**config.mk**
```make
export PLATFORM = sky130hd
export DESIGN_NAME = alu_fctn_encoder
export DESIGN_NICKNAME = d
export VERILOG_FILES = /design/src/rtl/relay_alu_pkg.sv /design/src/rtl/onehot_to_fctn.sv /design/src/rtl/alu_fctn_encoder.sv
export SDC_FILE = /design/constraint.sdc
export NUM_CORES = 1
export LEC_CHECK = 0
export ABC_AREA = 1
export CAP_MARGIN = 5
export CORE_AREA = 2 2 39 41
export CTS_BUF_LIST = sky130_fd_sc_hd__clkbuf_16
export DETAILED_ROUTE_END_ITERATION = 10
export DIE_AREA = 0 0 41 43
export GPL_TIMING_DRIVEN = 0
export PLACE_DENSITY = 0.67
export SETUP_SLACK_MARGIN = 0.1
export SYNTH_ARGS = -nofsm -noshare
export SYNTH_HDL_FRONTEND = slang
export SYNTH_SLANG_ARGS = --single-unit
```
**constraint.sdc**
```tcl
create_clock -name clk -period 1.6 [get_ports clk]
set_clock_uncertainty 0.15 [all_clocks]
set_input_delay 0.4 -clock clk [delete_from_list [all_inputs] [get_ports clk]]
set_output_delay 0.4 -clock clk [all_outputs]
set_load 0.01 [all_outputs]
```
**src/rtl/relay_alu_pkg.sv**
```systemverilog
// relay_alu_pkg
// Shared types for the relay ALU function-code path.
//   alu_fctn_t  : the eight 3-bit {f2,f1,f0} codes driven to the 3-to-8
//                 function decoder relays.
//   *_BIT       : bit positions of each operation in the one-hot op_code bus.
//   enc_state_t : states of the function-code encoder handshake FSM.
package relay_alu_pkg;

  typedef enum logic [2:0] {
    FCTN_ADD    = 3'b000,
    FCTN_INC    = 3'b100,
    FCTN_AND    = 3'b010,
    FCTN_OR     = 3'b110,
    FCTN_XOR    = 3'b001,
    FCTN_NOT    = 3'b101,
    FCTN_SHIFTL = 3'b011,
    FCTN_NULL   = 3'b111
  } alu_fctn_t;

  localparam int ADD_BIT    = 7;
  localparam int INC_BIT    = 6;
  localparam int AND_BIT    = 5;
  localparam int OR_BIT     = 4;
  localparam int XOR_BIT    = 3;
  localparam int NOT_BIT    = 2;
  localparam int SHIFTL_BIT = 1;
  localparam int NULL_BIT   = 0;

  typedef enum logic [1:0] {
    IDLE   = 2'd0,
    SETTLE = 2'd1,
    HOLD   = 2'd2
  } enc_state_t;

endpackage

```
**src/rtl/onehot_to_fctn.sv**
```systemverilog
// onehot_to_fctn
// Combinational priority encoder from the one-hot operation request to the
// packed ALU function code. When more than one bit is set the highest
// operation (ADD) wins; an all-zero request encodes as NULL.
// Ports:
//   op_code   in  8  one-hot request, bit layout from relay_alu_pkg
//   fctn      out 3  encoded function code
//   is_onehot out 1  exactly one bit of op_code is set
module onehot_to_fctn
  import relay_alu_pkg::*;
(
  input  logic [7:0] op_code,
  output alu_fctn_t  fctn,
  output logic       is_onehot
);

  // Priority chain, highest operation first.
  always_comb begin
    fctn = FCTN_NULL;
    if (op_code[ADD_BIT])         fctn = FCTN_ADD;
    else if (op_code[INC_BIT])    fctn = FCTN_INC;
    else if (op_code[AND_BIT])    fctn = FCTN_AND;
    else if (op_code[OR_BIT])     fctn = FCTN_OR;
    else if (op_code[XOR_BIT])    fctn = FCTN_XOR;
    else if (op_code[NOT_BIT])    fctn = FCTN_NOT;
    else if (op_code[SHIFTL_BIT]) fctn = FCTN_SHIFTL;
    else if (op_code[NULL_BIT])   fctn = FCTN_NULL;
  end

  // Non-zero with no second bit: clearing the lowest set bit leaves nothing.
  assign is_onehot = (op_code != 8'h00) && ((op_code & (op_code - 8'h01)) == 8'h00);

endmodule

```
**src/rtl/alu_fctn_encoder.sv**
```systemverilog
// alu_fctn_encoder
// Turns a one-hot operation request from the sequencer into the 3-bit ALU
// function code, holds it for SETTLE_CYCLES while the decoder relays switch,
// then presents it as valid until the ALU acknowledges it.
// Configuration macro: ALU_ENC_ONEHOT_CHECK_EN
//   defined   - zero or multi-hot requests are dropped with an op_err pulse
//   undefined - no checking, highest set bit wins, op_err stays 0
// Ports:
//   clk         in   1  system clock
//   reset       in   1  synchronous active-high reset
//   op_valid    in   1  request present
//   op_code     in   8  one-hot request
//   op_ready    out  1  encoder idle and able to accept
//   op_err      out  1  one-cycle pulse on a rejected request
//   fctn_code   out  3  registered function code to the relays
//   fctn_valid  out  1  code has settled
//   fctn_ack    in   1  consumer is done with the code
module alu_fctn_encoder
  import relay_alu_pkg::*;
#(
  parameter int SETTLE_CYCLES = 4
) (
  input  logic       clk,
  input  logic       reset,
  input  logic       op_valid,
  input  logic [7:0] op_code,
  output logic       op_ready,
  output logic       op_err,
  output logic [2:0] fctn_code,
  output logic       fctn_valid,
  input  logic       fctn_ack
);

  localparam int CNT_W = $clog2(SETTLE_CYCLES + 1);
  localparam logic [CNT_W-1:0] CNT_LOAD = CNT_W'(SETTLE_CYCLES - 1);

`ifdef ALU_ENC_ONEHOT_CHECK_EN
  localparam bit CHECK_EN = 1'b1;
`else
  localparam bit CHECK_EN = 1'b0;
`endif

  enc_state_t       state, state_next;
  logic [CNT_W-1:0] count, count_next;
  alu_fctn_t        enc_fctn;
  logic             enc_onehot;
  logic             legal;
  logic             accept;
  logic             reject;

  onehot_to_fctn u_encode (
    .op_code   (op_code),
    .fctn      (enc_fctn),
    .is_onehot (enc_onehot)
  );

  // Without checking every request is legal, so reject can never fire and
  // the op_err flop is held at 0.
  assign legal = CHECK_EN ? enc_onehot : 1'b1;

  // Next-state logic: IDLE takes or rejects a request, SETTLE counts the
  // relay settle time down to zero, HOLD waits for the consumer's ack.
  always_comb begin
    state_next = state;
    count_next = count;
    accept     = 1'b0;
    reject     = 1'b0;
    case (state)
      IDLE: begin
        if (op_valid) begin
          if (legal) begin
            accept     = 1'b1;
            count_next = CNT_LOAD;
            state_next = SETTLE;
          end else begin
            reject = 1'b1;
          end
        end
      end
      SETTLE: begin
        if (count == '0) state_next = HOLD;
        else             count_next = count - CNT_W'(1);
      end
      HOLD: begin
        if (fctn_ack) state_next = IDLE;
      end
      default: state_next = IDLE;
    endcase
  end

  // State, counter and output registers. The code register only loads on
  // accept so the relays see a stable value in every other cycle.
  always_ff @(posedge clk) begin
    if (reset) begin
      state     <= IDLE;
      count     <= '0;
      fctn_code <= FCTN_NULL;
      op_err    <= 1'b0;
    end else begin
      state  <= state_next;
      count  <= count_next;
      op_err <= reject;
      if (accept) fctn_code <= enc_fctn;
    end
  end

  assign op_ready   = (state == IDLE);
  assign fctn_valid = (state == HOLD);

endmodule

```
==> flow_summary.toml <==
[run_status]
run_status = "finished, final reports clean"

[logic_synthesis]
syn_area_per_cell_sq_um = 7.23
syn_nets = 81
synth-seq-cells = 8
synthesis.instances = 67
synthesis.yosys.warnings = 0
synthMuxAreaShare = 0
synth_fa_ha_area_frac = 0.0517
synth_area_sq_um = 484
seq_area_frac_synth = 0.331
synth_xor_area_frac = 0
largest_family_of_logic_cells_by_synthesized_area = "simple AND/OR/NAND/NOR gates"
synth_compound_area_frac = 0.106
yosys.area_share.simple = 0.380
synthDistinctLibCells = 19

[worst_hold_path]
holdPathStages = 2
hp-class = "reg -> reg"
whs_endpoint = "fctn_code[1]$_SDFFE_PP1P_"
worstHoldStart = "fctn_code[1]$_SDFFE_PP1P_"

[route]
firstDrtPassIters = 1
total_vias_in_the_final_route = 440
vias_per_cell = 4.31
dr.first_iter.drc_count = 0
post_drt_wl_per_cell_um = 8.14
drcViolationCount = 0
post_route_ant_nets = 0
postRouteWirelength_um = 830

[final_layout]
final.fill_count = 135
synthesis_to_finish_area_growth_pct = 51.9
layout-drive-gt1-share = 0.279
final_cells = 102
mostFrequentLayoutCell = "sky130_fd_sc_hd__nand2_1"
antenna-diode-count = 0
postLayoutCellArea_sq_um = 736
final_nets = 102
postLayoutCoreUtil = 0.532
layout_common_cells = "sky130_fd_sc_hd__nand2_1, sky130_fd_sc_hd__clkdlybuf4s50_1, sky130_fd_sc_hd__inv_1"

[cts]
clock_pin_slew_of_the_registers_on_the_worst_case_setup_and_hold_paths_ns = 0.04
post_cts_hold_buffer_count = 0
htreeDepth = 1
clock-root-buffer = "sky130_fd_sc_hd__clkbuf_16"
tritoncts.num_buffers = 3
tritoncts_num_sinks = 8
insertion_delay_ns = 0.23
cts_buffer_depth = 2
cts_tree = "built"

[critical_path]
timing.critical_path.from = "state[0]$_SDFFE_PP0P_"
worst-r2r-cell-count = 8
r2r_start = "count[0]$_SDFFE_PP0P_"
cp_data_arrival_time_ns = 0.93
cpPeakStageDelay_ns = 0.42
reg2reg_slack_ns = 0.33
worst-setup-path-type = "reg -> out"
critical-path-slowest-cell = "sky130_fd_sc_hd__dfxtp_1"
timing.critical_path.fanout_max = 4
path_cells = "nor2_4 > clkdlybuf4s15_2"
capturing_point_of_the_worst_reg2reg_path = "count[2]$_SDFFE_PP0P_"
timing.critical_path.buf_inv = 1
worst_setup_path_start_kind = "register"
required_time_at_the_endpoint_of_the_critical_path_ns = 1.05
path_delay_family = "flip-flops"
worst_setup_path_end_kind = "primary output"

[flow_run]
cap_violations = 0

[floorplan]
placeableCoreArea_sq_um = 1380
num_rows = 14
floorplan.initialDensity = 0.350
top_level_i_o_count = 18
dieArea_sq_um = 1760
fp.dieH_um = 43
fp.dieW_um = 41

[sta]
final.setup.tns_ns = 0
grt_setup_unrepaired = "no"
finalSetupViolations = 0
timing_hold_violations_final = 0
max_freq_ghz = 0.677
post-route-period-util = 0.923
worst_hold_slack_ns = 0.320
fin_crit_ns = 1.48
finalMaxSlewViolations = 0
fin_ws_ns = 0.123

[grt]
grt_max_degree = 8
grt_remaining_overflow = 0
grt_use_total = 0.111
grt_first_pass_wirelength_um = 1210
met1_usage = 0.0935
use_met2 = 0.169
initial_antenna_violation_count = 0
grt_use_met3 = 0.0314
busiest_layer = "met2"
via_count_of_the_first_global_routing_pass = 374

[placement]
dp_worst_setup_slack_ns = -0.0387
place.detailed.hpwl_um = 665
placed_cells_incl_taps = 98
placed_cell_area_sq_um = 654
placement.io_buffers = 15
globalplace.congestion = 0.641

[power_and_ir_drop]
ir_worst_vdd_v = 0.000547
leakagePower_nw = 0.346
power-per-cell-area_nw_per_um2 = 1150
fin_total_pwr_mw = 0.848
## routing by layer
layer,wire length [um],part of all wire
met2,391,0.47
met4,46,0.055
met1,345,0.42
met3,47,0.057
met5,0,0
## how the worst max path moves through the flow
| stage | endpoint | cells after the start | slack, ns |
|---|---|---|---|
| floorplan | count[2]$_SDFFE_PP0P_ | 8 | 0.40 |
| global placement | op_ready | 2 | -0.01 |
| detailed placement | fctn_valid | 3 | -0.04 |
| CTS | fctn_valid | 3 | 0.03 |
| global route | op_ready | 2 | 0.10 |
| finish | op_ready | 2 | 0.12 |
## kinds of logic (layout without fill, tap and decap cells)
family / after synthesis / count (layout)
flip-flops: 8 / 8
adder cells (fa/ha/maj): 2 / 2
AND/OR/NAND/NOR: 33 / 33
AO/OA/AOI/OAI: 8 / 8
buffers and inverters: 15 / 34
other: 1 / 1
## where the power goes
group          internal (mW)  switching (mW)  leakage, nW
registers              0.223          0.0145       0.0668
clock network          0.322          0.0933       0.0370
logic                 0.0892           0.106        0.243
total                  0.634           0.214        0.346
## sequential cells by signal, summed over array words and instances (netlist names)
| signal | cells |
|---|---|
| count | 3 |
| fctn_code | 3 |
| state | 2 |
## synthesized netlist by cell type
master                    number  area [sq um]
sky130_fd_sc_hd__a21oi_1       3          15.0
sky130_fd_sc_hd__a21oi_2       3          26.3
sky130_fd_sc_hd__buf_4         1          7.51
sky130_fd_sc_hd__conb_1        1          3.75
sky130_fd_sc_hd__dfxtp_1       8           160
sky130_fd_sc_hd__ha_1          2          25.0
sky130_fd_sc_hd__inv_1         9          33.8
sky130_fd_sc_hd__inv_2         5          18.8
sky130_fd_sc_hd__nand2_1      14          52.6
sky130_fd_sc_hd__nand2_2       2          12.5
sky130_fd_sc_hd__nand2_4       2          22.5
sky130_fd_sc_hd__nand3_1       4          20.0
sky130_fd_sc_hd__nor2_1        6          22.5
sky130_fd_sc_hd__nor2_2        1          6.26
sky130_fd_sc_hd__nor2_4        2          22.5
sky130_fd_sc_hd__nor2_8        1          20.0
sky130_fd_sc_hd__nor3_1        1          5.00
sky130_fd_sc_hd__o21ai_0       1          5.00
sky130_fd_sc_hd__o21ai_1       1          5.00
## worst min-delay path, stage by stage (launching register included)
cell and delay [ns]:
sky130_fd_sc_hd__dfxtp_1 0.32, sky130_fd_sc_hd__a21oi_1 0.06, sky130_fd_sc_hd__nand2_1 0.06
## cell type report
class,count,area (sq um),area share
clock buffers,3,75.1,0.102
well taps,16,20.0,0.0272
multi-input cells,44,269,0.366
repair buffers,16,150,0.204
inverters,14,52.6,0.0714
flip-flops and latches,8,161,0.219
plain buffers,1,7.51,0.0102
## repair_timing
| item | 4_1_cts | 5_1_grt |
|---|---|---|
| setup buffers | 0 | 1 |
| setup endpoints to repair | 5 | 2 |
| pin swaps | 0 | 1 |
| resized for setup | 9 | 2 |
(Power assumes the default switching activity.)
